===== src/rtl/serial_pkg.sv =====
// Shared types for the serial word loader: framing FSM state encoding.
package serial_pkg;

  localparam int unsigned StateW = 2;

  typedef enum logic [StateW-1:0] {
    StIdle  = 2'd0,
    StShift = 2'd1,
    StLoad  = 2'd2
  } state_e;

endpackage


===== src/rtl/serial_word_loader.sv =====
// Serial-to-parallel front end: assembles WIDTH strobed bits after a start and emits a
// one-cycle load pulse with the completed word; reports strobes that arrive outside a frame.
module serial_word_loader
  import serial_pkg::*;
#(
  parameter int unsigned WIDTH     = 16,
  parameter bit          MSB_FIRST = 1'b1
) (
  input  logic             clk,
  input  logic             reset,
  input  logic             start,
  input  logic             bit_valid,
  input  logic             bit_in,
  input  logic             abort,
  output logic             busy,
  output logic             load,
  output logic [WIDTH-1:0] word,
  output logic             dropped
);

  localparam int unsigned     CntW    = $clog2(WIDTH + 1);
  localparam logic [CntW-1:0] LastCnt = CntW'(WIDTH - 1);

  state_e           state_q;
  logic [WIDTH-1:0] sr_q, sr_d;
  logic [WIDTH-1:0] word_q;
  logic [CntW-1:0]  cnt_q;
  logic             busy_q, load_q, dropped_q;

  always_comb begin
    sr_d = sr_q;
    if (MSB_FIRST) begin
      sr_d = {sr_q[WIDTH-2:0], bit_in};
    end else begin
      sr_d = {bit_in, sr_q[WIDTH-1:1]};
    end
  end

  always_ff @(posedge clk) begin
    if (reset) begin
      state_q   <= StIdle;
      sr_q      <= '0;
      word_q    <= '0;
      cnt_q     <= '0;
      busy_q    <= 1'b0;
      load_q    <= 1'b0;
      dropped_q <= 1'b0;
    end else begin
      load_q    <= 1'b0;
      dropped_q <= 1'b0;
      unique case (state_q)
        StIdle: begin
          // A strobe coinciding with start is still outside the frame.
          dropped_q <= bit_valid;
          if (start) begin
            sr_q    <= '0;
            cnt_q   <= '0;
            busy_q  <= 1'b1;
            state_q <= StShift;
          end
        end
        StShift: begin
          if (abort) begin
            busy_q  <= 1'b0;
            state_q <= StIdle;
          end else if (bit_valid) begin
            sr_q  <= sr_d;
            cnt_q <= cnt_q + CntW'(1);
            if (cnt_q == LastCnt) begin
              word_q  <= sr_d;
              load_q  <= 1'b1;
              state_q <= StLoad;
            end
          end
        end
        StLoad: begin
          dropped_q <= bit_valid;
          busy_q    <= 1'b0;
          state_q   <= StIdle;
        end
        default: begin
          busy_q  <= 1'b0;
          state_q <= StIdle;
        end
      endcase
    end
  end

  assign busy    = busy_q;
  assign load    = load_q;
  assign word    = word_q;
  assign dropped = dropped_q;

endmodule


===== config.mk =====
export PLATFORM = sky130hd
export DESIGN_NAME = serial_word_loader
export DESIGN_NICKNAME = d
export VERILOG_FILES = /design/src/rtl/serial_pkg.sv /design/src/rtl/serial_word_loader.sv
export SDC_FILE = /design/constraint.sdc
export NUM_CORES = 1
export LEC_CHECK = 0
export BUFFER_PORTS_ARGS = -buffer_cell sky130_fd_sc_hd__buf_4
export CAP_MARGIN = 30
export CORE_MARGIN = 1
export CORE_UTILIZATION = 52
export CTS_CLUSTER_SIZE = 10
export DETAILED_ROUTE_END_ITERATION = 10
export GPL_ROUTABILITY_DRIVEN = 0
export PLACE_DENSITY = 0.8
export SLEW_MARGIN = 10
export SYNTH_ARGS = -nofsm -noshare
export SYNTH_HDL_FRONTEND = slang
export SYNTH_SLANG_ARGS = --single-unit

===== constraint.sdc =====
create_clock -name clk -period 1.92 [get_ports clk]
set_input_delay 0.192 -clock clk [delete_from_list [all_inputs] [get_ports clk]]
set_output_delay 0.192 -clock clk [all_outputs]
set_load 0.03 [all_outputs]

**Word level (Yosys, flattened, before mapping)**

Index checks and enable logic that the tools add are counted.

- Register bits after elaboration: 41
- Input bits: 6
- Output and inout port bits: 19
- Logic and storage cells: 47

- Add/subtract/negate cells: 1
- Equality and inequality tests: 9
- Muxes and demuxes: 17
- Bitwise gates (word level): 4
- Reductions and logical operators: 9

Operator list:

| cell | count |
|---|---|
| $mux W15 | 3 |
| $pmux W15 S2 | 1 |
| $mux W5 | 3 |
| $pmux W5 S2 | 1 |
| $mux W2 | 4 |
| $ne A2 B2 Y1 const B | 4 |
| $reduce_and A4 Y1 | 2 |
| $ne A3 B3 Y1 const B | 2 |
| $add A5 B1 Y5 const B | 1 |
| $eq A5 B4 Y1 const B | 1 |
| $not A1 Y1 | 4 |
| $pmux W2 S2 | 1 |
| $reduce_or A2 Y1 | 2 |
| $reduce_or A4 Y1 | 1 |
| $mux W1 | 3 |
| $reduce_and A3 Y1 | 1 |
| $eq A2 B1 Y1 const B | 1 |
| $eq A2 B2 Y1 const B | 1 |
| $logic_not A2 Y1 | 1 |
| $pmux W1 S2 | 1 |
| $reduce_and A2 Y1 | 1 |
| $reduce_bool A2 Y1 | 1 |

**Logic depth before layout (Yosys ltp)**

- Word-level depth: 5
- Gate-level depth with buffers: 8
- Mapped depth without buffers: 6

**Worst setup path after synthesis**

Ideal clock, no wire load.

- Path kind: reg-to-reg
- From: register cnt_q[0]
- To: register word_q[10], in the netlist word[10]
- Setup time: 0.070 ns
- Data arrival time: 1.615 ns
- Required time: 1.850 ns
- Setup slack: 0.234 ns
- Cell stages (with the launch flop): 9
- Period minus slack after synthesis: 1.686 ns
- Cell sequence: dfxtp_1 > ha_1 > and3_1 > ha_1 > buf_2 > inv_2 > clkbuf_1 > o21ai_1 > a21oi_1

- Longest elaborated chain between the ends: 2

Ends and longest elaborated chain:

| what | RTL line | source |
|---|---|---|
| start, declared | serial_word_loader.sv:27 | `logic [CntW-1:0] cnt_q;` |
| start signal, assigned | serial_word_loader.sv:68 | `cnt_q <= cnt_q + CntW'(1);` |
| $eq A5 B4 Y1 | serial_word_loader.sv:69 | `if (cnt_q == LastCnt) begin` |
| $reduce_and A4 Y1 (no line) | -- |  |
| end signal, assigned | serial_word_loader.sv:70 | `word_q <= sr_d;` |
| end, declared | serial_word_loader.sv:26 | `logic [WIDTH-1:0] word_q;` |

No other way between the ends.
A chain may end at the register's enable or synchronous reset.

**Worst setup path after layout**

- From: register cnt_q[0]
- To: register cnt_q[4]

- Longest elaborated chain between the ends: 4

Ends and longest elaborated chain:

| what | RTL line | source |
|---|---|---|
| $add A5 B1 Y5 | serial_word_loader.sv:68 |  |
| $mux W5 | serial_word_loader.sv:66 | `end else if (bit_valid) begin` |
| $mux W5 | serial_word_loader.sv:63 | `if (abort) begin` |
| $pmux W5 S2 | serial_word_loader.sv:51 | `unique case (state_q)` |

No other way between the ends. The select of a mux whose other input is x is not followed.

==> flow_metrics.env <==
export IMPL_grt_overflow=0
export IMPL_p_per_area_nw_per_um2=713
export IMPL_synth_seq_cells=41
export IMPL_ctsHoldBuffers=0
export IMPL_cts_root_buf="clkbuf_4"
export IMPL_hold_start="bit_in"
export IMPL_tritoncts="done"
export IMPL_holdWs_ns=0.106
export IMPL_startpoint_type="flip-flop"
export IMPL_antenna_found_initial=0
export IMPL_period_share_pct=92.5
export IMPL_synth_warnings=0
export IMPL_whs_path_depth=3
export IMPL_setup_viol=0
export IMPL_ys_types=26
export IMPL_post_cts_resize_count=0
export IMPL_clk_pin_slew_ns=0.11
export IMPL_place_hpwl_microns=2250
export IMPL_setup_worst_path_start="cnt_q[0]"
export IMPL_die_area_sq_um=3480
export IMPL_slew_violations=0
export IMPL_fmax_mhz=563
export IMPL_grt_pass1_vias=1309
export IMPL_htree_num_levels=2
export IMPL_nNetsFinal=217
export IMPL_die_w_microns=59.0
export IMPL_synth_edf_count=0
export IMPL_drc=0
export IMPL_initial_core_util_pct=54.9
export IMPL_vias=1501
export IMPL_cts_setup_buffers=0
export IMPL_critPathRequiredTime_ns=2.20
export IMPL_hold_class="in2reg"
export IMPL_syn_area_sq_um=1690
export IMPL_insertion_delay_ns=0.34
export IMPL_synthArstFlopShare_pct=0
export IMPL_ir_drop_mv=0.395
export IMPL_antenna_cells=0
export IMPL_clockBufferDepth=2
export IMPL_rows=20
export IMPL_firstDrtPassIters=5
export IMPL_drive_above_1_share_pct=18.7
export IMPL_finalPower_mw=1.38
export IMPL_rsz0062_at_grt="no"
export IMPL_instances_no_fill=253
export IMPL_grt_max_degree=42
export IMPL_setup_slack_ns=0.145
export IMPL_arrival_ns=2.06
export IMPL_drt_iter0_markers=84
export IMPL_core_sq_um=3080
export IMPL_ioPinCount=25
export IMPL_via_per_inst=5.93
export IMPL_groute_usage_overall_pct=21.9
export IMPL_rr_startpoint="cnt_q[0]"
export IMPL_antenna_left=0
export IMPL_wire_per_inst_microns=14.0
export IMPL_dp_cells=246
export IMPL_relSlewSlack_pct=55.9
export IMPL_reg2reg_depth=5
export IMPL_portBuffers=24
export IMPL_fin_util_pct=63.0
export IMPL_dpl_cell_area_sq_um=1880
export IMPL_clock_sinks=41
export IMPL_cts_buffers=5
export IMPL_post_route_min_period_ns=1.78
export IMPL_routed_wl_microns=3530
export IMPL_ys_seq_area_share_pct=48.6
export IMPL_synth_cells=193
export IMPL_cp_max_fo=5
export IMPL_avgSynthCellArea_sq_um=8.76
export IMPL_hold_viol=0
export IMPL_fin_tns_setup_ns=0
export IMPL_cap_violations=0
export IMPL_synthFlopType="dfxtp_1"
export IMPL_die_height_microns=59.0
export IMPL_worstSetupPathType="reg2reg"
export IMPL_leakage_nw=0.663
export IMPL_status="completed"
export IMPL_area_growth_pct=14.8
export IMPL_grt_pass1_wl_microns=5750
export IMPL_worst_setup_path_end_kind="flip-flop"
export IMPL_stdcell_area_sq_um=1940
export IMPL_worstMarginPinSlew_ns=0.661
export IMPL_syn_num_nets=201
export IMPL_dp_slack_ns=0.172
export IMPL_clock_skew_ns=0.00545
## final timing paths
| path | to | slack (ns) |
|---|---|---|
| max | cnt_q[4] | 0.14 |
| min | word[0] | 0.11 |
| max reg2reg | cnt_q[4] | 0.14 |
| min reg2reg | cnt_q[4] | 0.47 |
## layout make-up
| class | count | area (sq um) |
|---|---|---|
| clock inverters | 1 | 7.51 |
| inverters | 3 | 11.3 |
| fillers | 274 | 1140 |
| repair buffers | 31 | 245 |
| multi-input cells | 127 | 749 |
| clock buffers | 6 | 51.3 |
| well taps | 44 | 55.1 |
| flip-flops and latches | 41 | 821 |
## where the power goes
group | switching, mW | internal [mW] | total, mW
Sequential | 0.00440 | 0.855 | 0.860
Combinational | 0.0596 | 0.0251 | 0.0848
Clock | 0.267 | 0.172 | 0.439
Total | 0.331 | 1.05 | 1.38
## cells in the mapped netlist (4+ instances only)
library cell / number / area (sq um)
nand2_1: 4 / 15.0
o21ai_1: 10 / 50.1
dfxtp_1: 41 / 821
clkbuf_1: 8 / 30.0
nand4b_1: 16 / 140
nand3_1: 35 / 175
buf_2: 9 / 45.0
buf_4: 4 / 30.0
a21oi_1: 36 / 180
nor3_1: 4 / 20.0
o21ai_0: 6 / 30.0
## routing by layer
layer | global-route usage [%] | vias to the layer above | share of wire [%]
met5 | 0 | - | 0
met4 | 9.52 | 0 | 1.4
met3 | 5.24 | 6 | 5.6
met2 | 37.5 | 54 | 50
met1 | 26.1 | 703 | 43
li1 | - | 738 | -
## registers in the layout, summed over array words and instances, names as in the netlist
| register | cells |
|---|---|
| busy | 1 |
| cnt_q | 5 |
| dropped | 1 |
| load | 1 |
| sr_q | 15 |
| state_q | 2 |
| word | 16 |
## cell usage in the layout (no fill, tap or decap)
cell type / instances
a21oi_1: 36
a311oi_1: 2
a31oi_1: 1
a41oi_1: 1
and3_1: 1
and4bb_1: 1
buf_12: 1
buf_4: 30
clkbuf_4: 5
clkbuf_8: 1
clkinvlp_4: 1
dfxtp_1: 41
ha_1: 2
inv_1: 2
inv_2: 1
nand2_1: 4
nand2b_1: 2
nand3_1: 35
nand4b_1: 16
nand4bb_1: 1
nor2b_1: 2
nor3_1: 4
nor3b_1: 1
o21ai_0: 6
o21ai_1: 10
or3b_1: 1
or4b_1: 1
## critical path, stage by stage (launching register included)
cell	delay, ns
dfxtp_1	0.37
ha_1	0.23
and3_1	0.20
ha_1	0.27
or4b_1	0.51
a21oi_1	0.14
## cell families (layout without fill, tap and decap cells)
| kind of cell | Yosys count | after routing | share of synthesized area [%] |
|---|---|---|---|
| compound gates | 56 | 56 | 17.3 |
| fa+ha+maj | 2 | 2 | 1.48 |
| buf+inv | 25 | 41 | 7.11 |
| flops | 41 | 41 | 48.6 |
| simple gates | 69 | 69 | 25.5 |
(Power assumes the default switching activity.)
